**src/rtl/pipe_skid_if.sv**
```systemverilog
// pipe_skid_if: valid/ready handshake bundle for one pipeline-stage register
interface pipe_skid_if #(parameter int DATA_W = 32);
  logic              flush;
  logic              in_valid;
  logic              in_ready;
  logic [DATA_W-1:0] in_data;
  logic              out_valid;
  logic              out_ready;
  logic [DATA_W-1:0] out_data;
  logic [1:0]        occ;
  modport master (
    output flush, in_valid, in_data, out_ready,
    input  in_ready, out_valid, out_data, occ
  );
  modport slave (
    input  flush, in_valid, in_data, out_ready,
    output in_ready, out_valid, out_data, occ
  );
endinterface

```
**src/rtl/pipe_skid_reg.sv**
```systemverilog
// pipe_skid_reg: 2-entry skid pipeline register with registered in_ready; PIPE_BUBBLE_ZERO_EN forces bubbles to RESET_DATA
module pipe_skid_reg #(
  parameter int                DATA_W     = 32,
  parameter logic [DATA_W-1:0] RESET_DATA = '0
) (
  input logic       clk,
  input logic       reset,
  pipe_skid_if.slave bus
);
  typedef enum logic [1:0] {EMPTY, ONE, FULL} state_t;
  state_t            state, state_n;
  logic [DATA_W-1:0] main_data, skid_data;
  logic              main_v, skid_v, in_fire, out_fire, load_main, load_skid, pop_skid;
  // Valid bits are decoded from the state so skid-without-main cannot be encoded
  assign main_v        = state != EMPTY;
  assign skid_v        = state == FULL;
  assign bus.in_ready  = ~skid_v & ~reset;
  assign in_fire       = bus.in_valid & bus.in_ready;
  assign out_fire      = main_v & bus.out_ready;
  assign bus.out_valid = main_v;
  assign bus.occ       = {skid_v, main_v & ~skid_v};
`ifdef PIPE_BUBBLE_ZERO_EN
  assign bus.out_data  = main_v ? main_data : RESET_DATA;
`else
  assign bus.out_data  = main_data;
`endif
  always_ff @(posedge clk)
    if (reset) state <= EMPTY;
    else state <= state_n;
  always_comb begin
    state_n   = state;
    load_main = 1'b0;
    load_skid = 1'b0;
    pop_skid  = 1'b0;
    case (state)
      EMPTY: begin
        load_main = in_fire;
        state_n   = in_fire ? ONE : EMPTY;
      end
      ONE: begin
        load_main = in_fire & out_fire;
        load_skid = in_fire & ~out_fire;
        state_n   = (in_fire & ~out_fire) ? FULL : (out_fire & ~in_fire) ? EMPTY : ONE;
      end
      FULL: begin
        pop_skid = out_fire;
        state_n  = out_fire ? ONE : FULL;
      end
      default: state_n = EMPTY;
    endcase
    if (bus.flush) begin
      state_n   = EMPTY;
      load_main = 1'b0;
      load_skid = 1'b0;
      pop_skid  = 1'b0;
    end
  end
  always_ff @(posedge clk)
    if (reset) begin
      main_data <= RESET_DATA;
      skid_data <= RESET_DATA;
    end else begin
`ifdef PIPE_BUBBLE_ZERO_EN
      if (bus.flush) main_data <= RESET_DATA;
      else if (load_main) main_data <= bus.in_data;
      else if (pop_skid) main_data <= skid_data;
`else
      if (load_main) main_data <= bus.in_data;
      else if (pop_skid) main_data <= skid_data;
`endif
      if (load_skid) skid_data <= bus.in_data;
    end
endmodule
```
**src/flat_wrapper.sv**
```systemverilog
// flat-port wrapper written by rule: the top's interface ports become plain ports
module pipe_skid_reg_flat 
#(
  parameter int                DATA_W     = 32,
  parameter logic [DATA_W-1:0] RESET_DATA = '0
)
  (clk, reset, bus_flush, bus_in_valid, bus_in_data, bus_out_ready, bus_in_ready, bus_out_valid, bus_out_data, bus_occ);
  pipe_skid_if #(.DATA_W(DATA_W)) bus_i ();
  input logic clk;
  input logic reset;
  input wire logic [$bits(bus_i.flush)-1:0] bus_flush;
  input wire logic [$bits(bus_i.in_valid)-1:0] bus_in_valid;
  input wire logic [$bits(bus_i.in_data)-1:0] bus_in_data;
  input wire logic [$bits(bus_i.out_ready)-1:0] bus_out_ready;
  output wire logic [$bits(bus_i.in_ready)-1:0] bus_in_ready;
  output wire logic [$bits(bus_i.out_valid)-1:0] bus_out_valid;
  output wire logic [$bits(bus_i.out_data)-1:0] bus_out_data;
  output wire logic [$bits(bus_i.occ)-1:0] bus_occ;
  assign bus_i.flush = bus_flush;
  assign bus_i.in_valid = bus_in_valid;
  assign bus_i.in_data = bus_in_data;
  assign bus_i.out_ready = bus_out_ready;
  assign bus_in_ready = bus_i.in_ready;
  assign bus_out_valid = bus_i.out_valid;
  assign bus_out_data = bus_i.out_data;
  assign bus_occ = bus_i.occ;
  pipe_skid_reg #(.DATA_W(DATA_W), .RESET_DATA(RESET_DATA)) u_core (.clk(clk), .reset(reset), .bus(bus_i));
endmodule
```
**config.mk**
```make
export PLATFORM = sky130hd
export DESIGN_NAME = pipe_skid_reg_flat
export DESIGN_NICKNAME = d
export VERILOG_FILES = /design/src/rtl/pipe_skid_if.sv /design/src/rtl/pipe_skid_reg.sv /design/src/flat_wrapper.sv
export SDC_FILE = /design/constraint.sdc
export NUM_CORES = 1
export LEC_CHECK = 0
export ABC_CLOCK_PERIOD_IN_PS = 2350
export CORE_ASPECT_RATIO = 1.2
export CORE_MARGIN = 2
export CORE_UTILIZATION = 44
export DETAILED_ROUTE_END_ITERATION = 6
export GPL_TIMING_DRIVEN = 0
export PLACE_DENSITY = 0.75
export SYNTH_ARGS = -nofsm -noshare
export SYNTH_HDL_FRONTEND = slang
export SYNTH_SLANG_ARGS = --single-unit
```
**constraint.sdc**
```tcl
create_clock -name clk -period 2.35 [get_ports clk]
set_clock_uncertainty 0.05 [all_clocks]
set_input_delay 0.47 -clock clk [delete_from_list [all_inputs] [get_ports clk]]
set_output_delay 0.47 -clock clk [all_outputs]
set_load 0.005 [all_outputs]
```
[Word-level counts from Yosys, hierarchy flattened]
Index checks and enable logic that the tools add are counted.
Word-level totals
  word-level logic and storage cells: 33
  bits in registers: 66
  bits of input ports: 37
Operators by class
  reductions and logical operators: 4
  eq/ne operators: 2
  muxes and demuxes: 13
  bitwise operators: 11
Operators by type and width (number)
  $mux W32: 2
  $and A1 B1 Y1: 7
  $mux W1: 7
  $pmux W2 S3: 1
  $mux W2: 2
  $not A1 Y1: 4
  $reduce_bool A2 Y1: 2
  $eq A2 B1 Y1 const B: 1
  $eq A2 B2 Y1 const B: 1
  $logic_not A2 Y1: 1
  $pmux W1 S2: 1
  $reduce_or A2 Y1: 1

[Depth between registers and ports, before layout]
Gate-level depths: netlist of run 1.
  depth in word-level cells: 9
  mapped depth: 10

[Worst setup path before layout of run 1]
No wires, ideal clock.
  path type: in2reg
  start: input reset
  end: register u_core.skid_data[6]
  stages on the path: 9
  library setup time: 0.072 ns
  arrival time: 2.102 ns
  path buffers: 4
  setup slack: 0.126 ns
  data required time: 2.228 ns
  cells stage by stage: clkbuf_1 -> clkbuf_1 -> nor3b_1 -> ha_1 -> nor4bb_1 -> clkbuf_1 -> buf_2 -> nand2_1 -> a21oi_1
On the way
  word-level cells in the longest chain between the ends: 6
RTL lines
  from (decl): line flat_wrapper.sv:10  | input logic reset;
  $not A1 Y1: line pipe_skid_reg.sv:17  | assign bus.in_ready = ~skid_v & ~reset;
  $and A1 B1 Y1: line pipe_skid_reg.sv:17
  $and A1 B1 Y1: line pipe_skid_reg.sv:18  | assign in_fire = bus.in_valid & bus.in_ready;
  $and A1 B1 Y1: line pipe_skid_reg.sv:42  | load_skid = in_fire & ~out_fire;
  $mux W1: line pipe_skid_reg.sv:35  | case (state)
  $mux W1: line pipe_skid_reg.sv:51  | if (bus.flush) begin
  to (signal assigned): line pipe_skid_reg.sv:71  | if (load_skid) skid_data <= bus.in_data;
  to (decl): line pipe_skid_reg.sv:12  | logic [DATA_W-1:0] main_data, skid_data;
Several ways; a longest one is shown, not always the timed one.
A chain may end at the register's enable or synchronous reset.

[Final worst setup path of run 1]
  start: register u_core.state[1]
  end: register u_core.skid_data[15]
On the way
  word-level cells in the longest chain between the ends: 7
  elaborated cells on any way between the ends: 11
  classes of those cells: eq/ne: 2; mux: 2; bitwise: 6; reduce/logical: 1
RTL lines
  from (decl): line pipe_skid_reg.sv:11  | state_t state, state_n;
  from (signal assigned): line pipe_skid_reg.sv:29  | else state <= state_n;
  $eq A2 B2 Y1: line pipe_skid_reg.sv:16  | assign skid_v = state == FULL;
  $not A1 Y1: line pipe_skid_reg.sv:17
  $and A1 B1 Y1: line pipe_skid_reg.sv:17
  $and A1 B1 Y1: line pipe_skid_reg.sv:18
  $and A1 B1 Y1: line pipe_skid_reg.sv:42
  $mux W1 (*): line pipe_skid_reg.sv:35
  $mux W1 (*): line pipe_skid_reg.sv:51
Mark *: on every way between the ends. The rest lies on a longest branch, timed or not.

==> run_results.csv, run 1 <==
group,metric,value,unit
setup_path,critPathLaunchType,"flop",
floorplanning,die_y,94.6,um
cells_and_area,areaGrowthSynthToFinish,36.4,%
route,wl_per_cell,15.2,um
floorplanning,io_pins,73,
cells_and_area,fillerInstances,594,
global_route,grt_pass1_vias,2559,
route,vias,2587,
sta,min_period_over_period,0.949,
power_and_ir_drop,finalPower,0.00259,W
global_route,busiest_layer,"met2",
cells_and_area,postLayoutCellArea,4100,sq um
route,ant_nets,0,
clock_tree,root_buffer,"clkbuf_8",
power_and_ir_drop,power_density,633,nW/um^2
setup_path,required,2.55,ns
global_route,grt_max_degree,12,
sta,max_clock_freq,0.448,GHz
setup_path,crit_chain,"clkbuf_2, or2_2, and2_1, inv_1, ha_1, nor4bb_2, buf_4, buf_4, nand2_1, a21oi_1",
synth,synthTopCellsByArea,"dfxtp_1 (44%), a221oi_2 (15%), mux2i_1 (11%)",
worst_hold_path,whs_path_depth,2,
setup_path,critical-path-slowest-cell,"or2_2",
route,routed_wl,7480,um
synth,synth_ff_type,"dfxtp_1",
synth,yosysWarnings,0,
floorplanning,die_w,79.5,um
placed_design,io_buffers,71,
synth,synth.most_common_cell,"nand2_1",
outcome,status,"finished clean",
cells_and_area,multi_input_area,1500,sq um
setup_path,reg2reg_slack,0.12,ns
setup_path,worstRegToRegCells,10,
clock_tree,cts_tree,"built",
cells_and_area,fin_nets,440,
route,route.detailed.drc,0,
global_route,grt_util_met2,0.347,
setup_path,crit_top_cell,"buf_4",
setup_path,cp_max_fo,10,
synth,ys_seq_elements,66,
setup_path,worstReg2RegEnd,"u_core.skid_data[15]",
placed_design,dpl.hpwl,5080,um
route,drtIter0Drc,114,
setup_path,critical-path-max-stage-delay,0.31,ns
floorplanning,initial_utilization,0.447,
floorplanning,rows,33,
synth,syn-mean-instance-area,9.46,sq um
synth,yosys-top-cells-count,"nand2_1 (69), dfxtp_1 (66), nor2_1 (34)",
global_route,grt_use_met3,0.0373,
sta,tightest_slew,0.742,ns
global_route,track_usage,0.203,
worst_hold_path,hp-class,"reg2reg",
power_and_ir_drop,power_leakage,1.35,nW
run,cap_violations,0,
clock_tree,clkSinkCount,66,
cells_and_area,register_area,1320,sq um
sta,fin_crit,2.23,ns
sta,setup_viol,0,
clock_tree,clk_path_buf_depth,2,
global_route,grt_use_met1,0.263,
sta,hold_viol,0,
synth,ys_async_sr_fraction,0,
clock_tree,clk_latency,0.33,ns
sta,setup_tns,0,ns
power_and_ir_drop,ir_worst_vdd,379,uV
synth,syn_inst,318,
worst_hold_path,hold_end,"u_core.skid_data[22]",
sta,whs,0.408,ns
synth,yosysUniqueCellTypes,29,
setup_path,r2r_start,"u_core.state[1]",
floorplanning,die_area,7520,sq um
sta,slew_viol_final,0,
sta,rsz0062_at_grt,"yes",
synth,synth_top_cell_by_area,"dfxtp_1",
cells_and_area,diodes,0,
floorplanning,coreArea,6730,sq um
clock_tree,cts_buffers,9,
clock_tree,cts.clk_slew.worst_paths,0.07,ns
setup_path,path_class,"reg2reg",
placed_design,dpl_cell_area,3830,sq um
global_route,grt_antenna_before_repair,0,
route,vias_per_cell,5.25,
synth,syn-num-nets,357,
setup_path,end_kind,"flop",
global_route,grt_overflow,0,
worst_hold_path,hp-start,"u_core.skid_data[22]",
clock_tree,hold_buffers,0,
sta,max-slew-margin-rel,0.505,
global_route,grt_pass1_wl,12100,um
cells_and_area,layout-drive-gt1-share,0.192,
synth,ys_seq_area_frac,0.439,
synth,synth_edf_count,0,
setup_path,crit_arrival,2.43,ns
route,dr.pass1.iters,4,
placed_design,place.gp.congestion,0.795,
synth,syn-cell-area,3010,sq um
synth,yosysTopAreaCellShare,0.439,
clock_tree,htree_num_levels,3,
==> worst max-delay path, delay by kind of cell (launching register included) <==
kind                     cells  cell delay [ns]
AO/OA/AOI/OAI                1             0.14
flip-flops                   1             0.30
adder cells (fa/ha/maj)      1             0.19
AND/OR/NAND/NOR              4             0.86
buffers and inverters        4             0.60
==> flip-flops by register name, summed over array words and instances (netlist names) <==
| name | count |
|---|---|
| u_core.state | 2 |
| u_core.bus.out_data | 32 |
| u_core.skid_data | 32 |
==> metrics by stage <==
stage           util  setup slack [ns]  cells
6_report       0.609             0.119    493
5_1_grt        0.609           -0.0159    493
4_1_cts        0.606            0.0138    492
3_5_place_dp   0.569            -0.567    476
3_3_place_gp   0.569            -0.520    476
2_1_floorplan      -             0.126    318
==> metal layers <==
metal | vias up | share of wire
met3 | 4 | 0.036
met4 | 0 | 0.0074
met1 | 1248 | 0.44
li1 | 1277 | -
met2 | 58 | 0.52
met5 | - | 0
==> report_power, final <==
part | switching, W | internal, W | total, W
combinational | 0.000141 | 0.000171 | 0.000312
sequential | 0.0000182 | 0.00115 | 0.00117
clock | 0.000432 | 0.000683 | 0.00111
==> area by class of cell <==
cell class | instances | share of cell area
buffer | 34 | 0.0497
tap | 87 | 0.0265
clock inverter | 4 | 0.0177
clock buffer | 12 | 0.0403
inverter | 2 | 0.00183
multi-input combinational | 216 | 0.367
timing repair buffer | 72 | 0.175
sequential | 66 | 0.322
==> cells in the final DEF (no fill, tap or decap) <==
cell and instances:
nor4bb_2 1, a221oi_2 30, a221oi_1 2, clkinv_2 1
and2_1 1, clkbuf_2 4, clkinvlp_4 1, ha_1 2
nor2_1 34, a2bb2oi_1 1, buf_4 10, nand2_1 69
buf_2 6, clkdlybuf4s50_1 71, or3b_4 1, nor3_1 1
a21o_4 1, nor3b_2 1, dfxtp_1 66, inv_1 2
and4bb_2 1, a21o_2 1, and2b_1 1, or2_2 1
a21oi_1 32, mux2i_1 32, clkbuf_1 11, or3b_2 1
clkbuf_8 12, nand4bb_1 1, bufinv_16 2, a211oi_1 1
or2_1 1, buf_6 4
==> how the worst max path moves through the flow <==
stage / start / to / depth (start not counted)
5_1_grt: u_core.state[1] / u_core.skid_data[31] / 10
4_1_cts: u_core.state[1] / u_core.skid_data[31] / 10
6_report: u_core.state[1] / u_core.skid_data[15] / 10
3_3_place_gp: reset / u_core.skid_data[21] / 9
3_5_place_dp: reset / u_core.skid_data[19] / 9
2_1_floorplan: reset / u_core.skid_data[6] / 9
==> timing repair <==
action	in CTS	in global routing
resized for setup	5	15
endpoints found under the setup margin	30	31
buffers inserted	0	1
==> cells by family (layout without fill, tap and decap cells) <==
logic type / after synthesis / after routing / synth area share
flip-flops: 66 / 66 / 0.439
buffers and inverters: 36 / 124 / 0.0645
multiplexers: 32 / 32 / 0.106
adder cells (fa/ha/maj): 2 / 2 / 0.00832
AND/OR/NAND/NOR: 114 / 114 / 0.159
AO/OA/AOI/OAI: 68 / 68 / 0.222
No activity file was read; power rests on OpenSTA's default activity.
==> run 2: changes to the inputs <==
--- a/config.mk
+++ b/config.mk
@@ -5,13 +5,13 @@
 export SDC_FILE = /design/constraint.sdc
 export NUM_CORES = 1
 export LEC_CHECK = 0
-export ABC_CLOCK_PERIOD_IN_PS = 2350
+export ABC_CLOCK_PERIOD_IN_PS = 1800
 export CORE_ASPECT_RATIO = 1.2
 export CORE_MARGIN = 2
-export CORE_UTILIZATION = 44
+export CORE_UTILIZATION = 30
+export CTS_CLUSTER_SIZE = 20
 export DETAILED_ROUTE_END_ITERATION = 6
 export GPL_TIMING_DRIVEN = 0
-export PLACE_DENSITY = 0.75
 export SYNTH_ARGS = -nofsm -noshare
 export SYNTH_HDL_FRONTEND = slang
 export SYNTH_SLANG_ARGS = --single-unit
==> constraint.sdc (replaced) <==
create_clock -name clk -period 1.8 [get_ports clk]
set_clock_uncertainty 0.05 [all_clocks]
set_input_delay 0.36 -clock clk [delete_from_list [all_inputs] [get_ports clk]]
set_output_delay 0.36 -clock clk [all_outputs]
set_load 0.005 [all_outputs]
==> run_results.csv, run 2 (synthesis results as in run 1) <==
group,metric,value,unit
sta,setup_viol,65,
worst_hold_path,hp-class,"reg2reg",
setup_path,required,1.98,ns
clock_tree,root_buffer,"clkbuf_16",
floorplanning,die_area,10800,sq um
sta,slew_viol_final,0,
cells_and_area,fillerInstances,907,
setup_path,cp_num_buf_inv,3,
sta,rsz0062_at_grt,"yes",
global_route,grt_max_degree,11,
sta,hold_viol,0,
sta,max_clock_freq,0.492,GHz
floorplanning,coreArea,9910,sq um
floorplanning,die_w,95.4,um
clock_tree,clkSinkCount,66,
clock_tree,htree_num_levels,3,
global_route,grt_antenna_before_repair,0,
clock_tree,cts_buffers,9,
setup_path,path_class,"reg2reg",
placed_design,place.gp.congestion,0.767,
cells_and_area,final_common_cell,"clkdlybuf4s50_1",
route,routed_wl,8710,um
floorplanning,initial_utilization,0.304,
setup_path,worstRegToRegCells,9,
cells_and_area,postLayoutCellArea,4800,sq um
setup_path,crit_chain,"buf_6, and2b_2, nor3b_4, buf_6, ha_4, nand2_4, a21o_4, clkbuf_16, a221oi_2",
floorplanning,io_pins,73,
route,wl_per_cell,16.1,um
setup_path,crit_top_cell,"buf_6",
clock_tree,clk_latency,0.33,ns
power_and_ir_drop,power_density,790,nW/um^2
route,dr.pass1.iters,4,
outcome,violations,"negative setup slack",
cells_and_area,register_area,1320,sq um
setup_path,cp_max_fo,7,
global_route,grt_pass1_wl,13400,um
placed_design,dpl.hpwl,5690,um
setup_path,end_kind,"flop",
global_route,grt_pass1_vias,2706,
outcome,status,"finished with violations",
setup_path,reg2reg_slack,-0.23,ns
clock_tree,cts_tree,"built",
sta,setup_ws,-0.234,ns
route,ant_nets,0,
setup_path,crit_arrival,2.21,ns
clock_tree,cts.clk_slew.worst_paths,0.05,ns
setup_path,cp_num_cells,9,
cells_and_area,most-common-layout-cells,"clkdlybuf4s50_1 (68), dfxtp_1 (64), nand2_1 (45)",
setup_path,worstReg2RegEnd,"u_core.bus.out_data[23]",
global_route,grt_overflow,0,
cells_and_area,layout-drive-gt1-share,0.364,
setup_path,critPathLaunchType,"flop",
route,vias,2646,
sta,tightest_slew,0.838,ns
power_and_ir_drop,power_leakage,1.70,nW
sta,max-slew-margin-rel,0.441,
cells_and_area,diodes,0,
placed_design,dp_slack,-0.531,ns
worst_hold_path,hold_end,"u_core.skid_data[29]",
floorplanning,rows,40,
setup_path,r2r_start,"u_core.state[0]",
route,vias_per_cell,4.89,
route,route.detailed.drc,0,
worst_hold_path,hp-start,"u_core.skid_data[29]",
setup_path,critical-path-max-stage-delay,0.33,ns
placed_design,io_buffers,71,
sta,setup_tns,-12.09,ns
cells_and_area,areaGrowthSynthToFinish,59.4,%
floorplanning,die_y,114,um
placed_design,dpl_cell_area,3930,sq um
sta,min_period_over_period,1.13,
power_and_ir_drop,ir_worst_vdd,486,uV
setup_path,critical-path-slowest-cell,"dfxtp_2",
cells_and_area,multi_input_area,1830,sq um
cells_and_area,fin_nets,450,
route,drtIter0Drc,125,
setup_path,crit_family,"compound AO/OA/AOI/OAI gates",
clock_tree,clk_path_buf_depth,2,
global_route,track_usage,0.163,
clock_tree,hold_buffers,0,
sta,fin_crit,2.03,ns
worst_hold_path,whs_path_depth,2,
run,cap_violations,0,
-- run 2: worst max path at each step --
stage	end	slack, ns	startpoint
floorplan	u_core.skid_data[0]	-0.03	reset
global placement	u_core.skid_data[16]	-0.46	bus_out_ready
detailed placement	u_core.skid_data[24]	-0.53	bus_out_ready
CTS	u_core.bus.out_data[21]	-0.19	u_core.state[0]
global route	u_core.bus.out_data[7]	-0.31	u_core.state[0]
finish	u_core.bus.out_data[23]	-0.23	u_core.state[0]
-- run 2: report_power, final --
part           internal (W)  switching, W
clock network       0.00117      0.000601
logic              0.000259      0.000225
registers           0.00150     0.0000247
total               0.00294      0.000850
-- run 2: metal layers --
metal,up-vias,wire [um],track usage
li1,1297,-,-
met1,1292,3730,0.193
met2,48,4590,0.291
met3,9,226,0.0205
met4,0,162,0.0686
met5,-,0,0
-- run 2: worst min-delay path: cells and delay by family (launching register included) --
family           cells  cell delay [ns]
AND/OR/NAND/NOR      1             0.05
AO/OA/AOI/OAI        1             0.05
flip-flops           1             0.30
-- run 2: per-stage QoR --
stage | total power [W] | util | hold slack [ns] | std cells
final | 0.00379 | 0.484 | 0.407 | 541
after global routing | 0.00391 | 0.484 | 0.425 | 541
after CTS | 0.00378 | 0.455 | 0.404 | 541
after detailed placement | 0.00198 | 0.396 | 0.396 | 515
after global placement | 0.00197 | 0.396 | 0.392 | 515
after floorplan | 0.00175 | - | 0.385 | 318
-- run 2: final cells by class --
type | count | share of cell area
clock inverter | 2 | 0.00730
buffer | 31 | 0.0592
sequential | 66 | 0.276
clock buffer | 13 | 0.0564
timing repair buffer | 85 | 0.184
multi-input combinational | 216 | 0.382
inverter | 2 | 0.00157
tap | 126 | 0.0329
-- run 2: what timing repair did --
item / in CTS / in global routing
cloned: 3 / 2
setup buffers: 10 / 2
setup endpoints to repair: 68 / 65
resized for setup: 52 / 72
pin swaps: 10 / 40
==> run 3: changes to the inputs <==
--- a/config.mk
+++ b/config.mk
@@ -7,10 +7,10 @@
 export LEC_CHECK = 0
 export ABC_CLOCK_PERIOD_IN_PS = 1800
 export CORE_ASPECT_RATIO = 1.2
-export CORE_MARGIN = 2
 export CORE_UTILIZATION = 30
 export CTS_CLUSTER_SIZE = 20
 export DETAILED_ROUTE_END_ITERATION = 6
+export GPL_ROUTABILITY_DRIVEN = 1
 export GPL_TIMING_DRIVEN = 0
 export SYNTH_ARGS = -nofsm -noshare
 export SYNTH_HDL_FRONTEND = slang
==> run_results.csv, run 3 (synthesis results as in run 1) <==
group,metric,value,unit
global_route,grt_pass1_vias,2506,
cells_and_area,layout-drive-gt1-share,0.316,
route,drtIter0Drc,139,
route,vias_per_cell,4.87,
placed_design,place.gp.congestion,0.797,
setup_path,end_kind,"flop",
sta,setup_viol,65,
floorplanning,rows,39,
placed_design,dpl_cell_area,3920,sq um
setup_path,crit_chain,"buf_6, and2b_2, nor3b_2, buf_4, ha_4, nand2_4, a21o_4, buf_12, a221oi_4",
cells_and_area,final_common_cell,"clkdlybuf4s50_1",
placed_design,dp_slack,-0.465,ns
floorplanning,coreArea,9610,sq um
cells_and_area,fin_nets,448,
setup_path,crit_arrival,2.19,ns
route,route.detailed.drc,0,
outcome,violations,"negative setup slack",
global_route,grt_max_degree,11,
clock_tree,hold_buffers,0,
setup_path,path_class,"reg2reg",
cells_and_area,areaGrowthSynthToFinish,53.9,%
sta,tightest_slew,0.852,ns
route,ant_nets,0,
cells_and_area,diodes,0,
cells_and_area,fillerInstances,907,
outcome,status,"finished with violations",
cells_and_area,final_core_util,0.481,
setup_path,cp_max_fo,7,
cells_and_area,most-common-layout-cells,"clkdlybuf4s50_1 (68), dfxtp_1 (64), nand2_1 (55)",
floorplanning,io_pins,73,
sta,fin_crit,2.00,ns
floorplanning,die_w,93.4,um
clock_tree,clk_latency,0.33,ns
setup_path,critPathLaunchType,"flop",
clock_tree,htree_num_levels,3,
sta,slew_viol_final,0,
global_route,grt_overflow,0,
floorplanning,die_area,10400,sq um
setup_path,critical-path-max-stage-delay,0.33,ns
sta,setup_ws,-0.205,ns
floorplanning,initial_utilization,0.313,
cells_and_area,postLayoutCellArea,4630,sq um
placed_design,dpl.hpwl,5590,um
sta,max-slew-margin-rel,0.432,
clock_tree,clk_path_buf_depth,2,
global_route,track_usage,0.164,
clock_tree,cts.clk_slew.worst_paths,0.05,ns
power_and_ir_drop,power_density,773,nW/um^2
run,cap_violations,0,
clock_tree,cts_tree,"built",
sta,max_clock_freq,0.499,GHz
power_and_ir_drop,power_leakage,1.59,nW
placed_design,io_buffers,71,
floorplanning,die_y,112,um
setup_path,required,1.98,ns
clock_tree,clkSinkCount,66,
clock_tree,cts_buffers,9,
sta,rsz0062_at_grt,"yes",
clock_tree,root_buffer,"clkbuf_16",
route,dr.pass1.iters,5,
route,wl_per_cell,15.8,um
worst_hold_path,hp-class,"reg2reg",
power_and_ir_drop,finalPower,0.00358,W
power_and_ir_drop,ir_worst_vdd,367,uV
route,vias,2616,
setup_path,critical-path-slowest-cell,"dfxtp_2",
global_route,grt_antenna_before_repair,0,
sta,hold_viol,0,
sta,min_period_over_period,1.11,
route,routed_wl,8460,um
global_route,grt_pass1_wl,12900,um
==> run 3: cell types whose count changed in the layout (fill, tap and decap cells not counted), moves of 2 or more <==
| cell | change |
|---|---|
| a21oi_1 | +8 |
| a21oi_2 | -8 |
| buf_12 | -2 |
| buf_16 | +2 |
| buf_6 | -2 |
| clkbuf_1 | +2 |
| clkbuf_4 | +4 |
| clkbuf_8 | -5 |
| clkinv_2 | +2 |
| nand2_1 | +10 |
| nand2_4 | -9 |
==> run 3: critical path: cells and delay by family (launching register included) <==
family,cells,cell delay [ns]
AO/OA/AOI/OAI,2,0.53
adder cells (fa/ha/maj),1,0.12
buffers and inverters,3,0.40
AND/OR/NAND/NOR,3,0.47
flip-flops,1,0.33
==> run 3: final timing paths <==
path	startpoint	to	slack (ns)	cells after the start
worst max-delay path	u_core.state[0]	u_core.bus.out_data[22]	-0.20	9
worst min-delay path	u_core.skid_data[2]	u_core.skid_data[2]	0.41	2
worst max register to register	u_core.state[0]	u_core.bus.out_data[22]	-0.20	9
worst min register to register	u_core.skid_data[2]	u_core.skid_data[2]	0.41	2
==> run 3: area by class of cell <==
type	count	area, sq um	area share
flip-flops and latches	66	1320	0.286
clock inverters	3	15.0	0.00324
repair buffers	82	877	0.190
plain buffers	32	275	0.0595
inverters	2	7.51	0.00162
clock buffers	13	250	0.0541
multi-input cells	216	1730	0.373
well taps	123	154	0.0333
==> run 3: layer usage <==
layer  share of wire  GRT usage  wire length, um  up-vias
met5               0          0                0        -
met4           0.021     0.0810              179        0
met3           0.040     0.0253              337       11
met2            0.50      0.267             4230       77
met1            0.44      0.208             3710     1233
li1                -          -                -     1295
==> run 3: report_power, final <==
group | total (W) | switching, W | internal [W]
Sequential | 0.00153 | 0.0000241 | 0.00150
Combinational | 0.000468 | 0.000213 | 0.000255
Clock | 0.00158 | 0.000616 | 0.000962
Total | 0.00358 | 0.000853 | 0.00272
==> run 3: what timing repair did <==
item / CTS / global route
gates cloned: 2 / 3
setup buffers: 6 / 1
pin swaps: 12 / 21
gates resized for setup: 36 / 56
setup endpoints to repair: 68 / 66
==> run 3: through the flow <==
step | setup TNS [ns] | std cells | hold WS [ns]
after global routing | -15.80 | 537 | 0.418
after CTS | -9.81 | 535 | 0.405
after global placement | -25.64 | 512 | 0.391
after detailed placement | -26.45 | 512 | 0.398
final | -10.16 | 537 | 0.406
after floorplan | -1.08 | 318 | 0.385
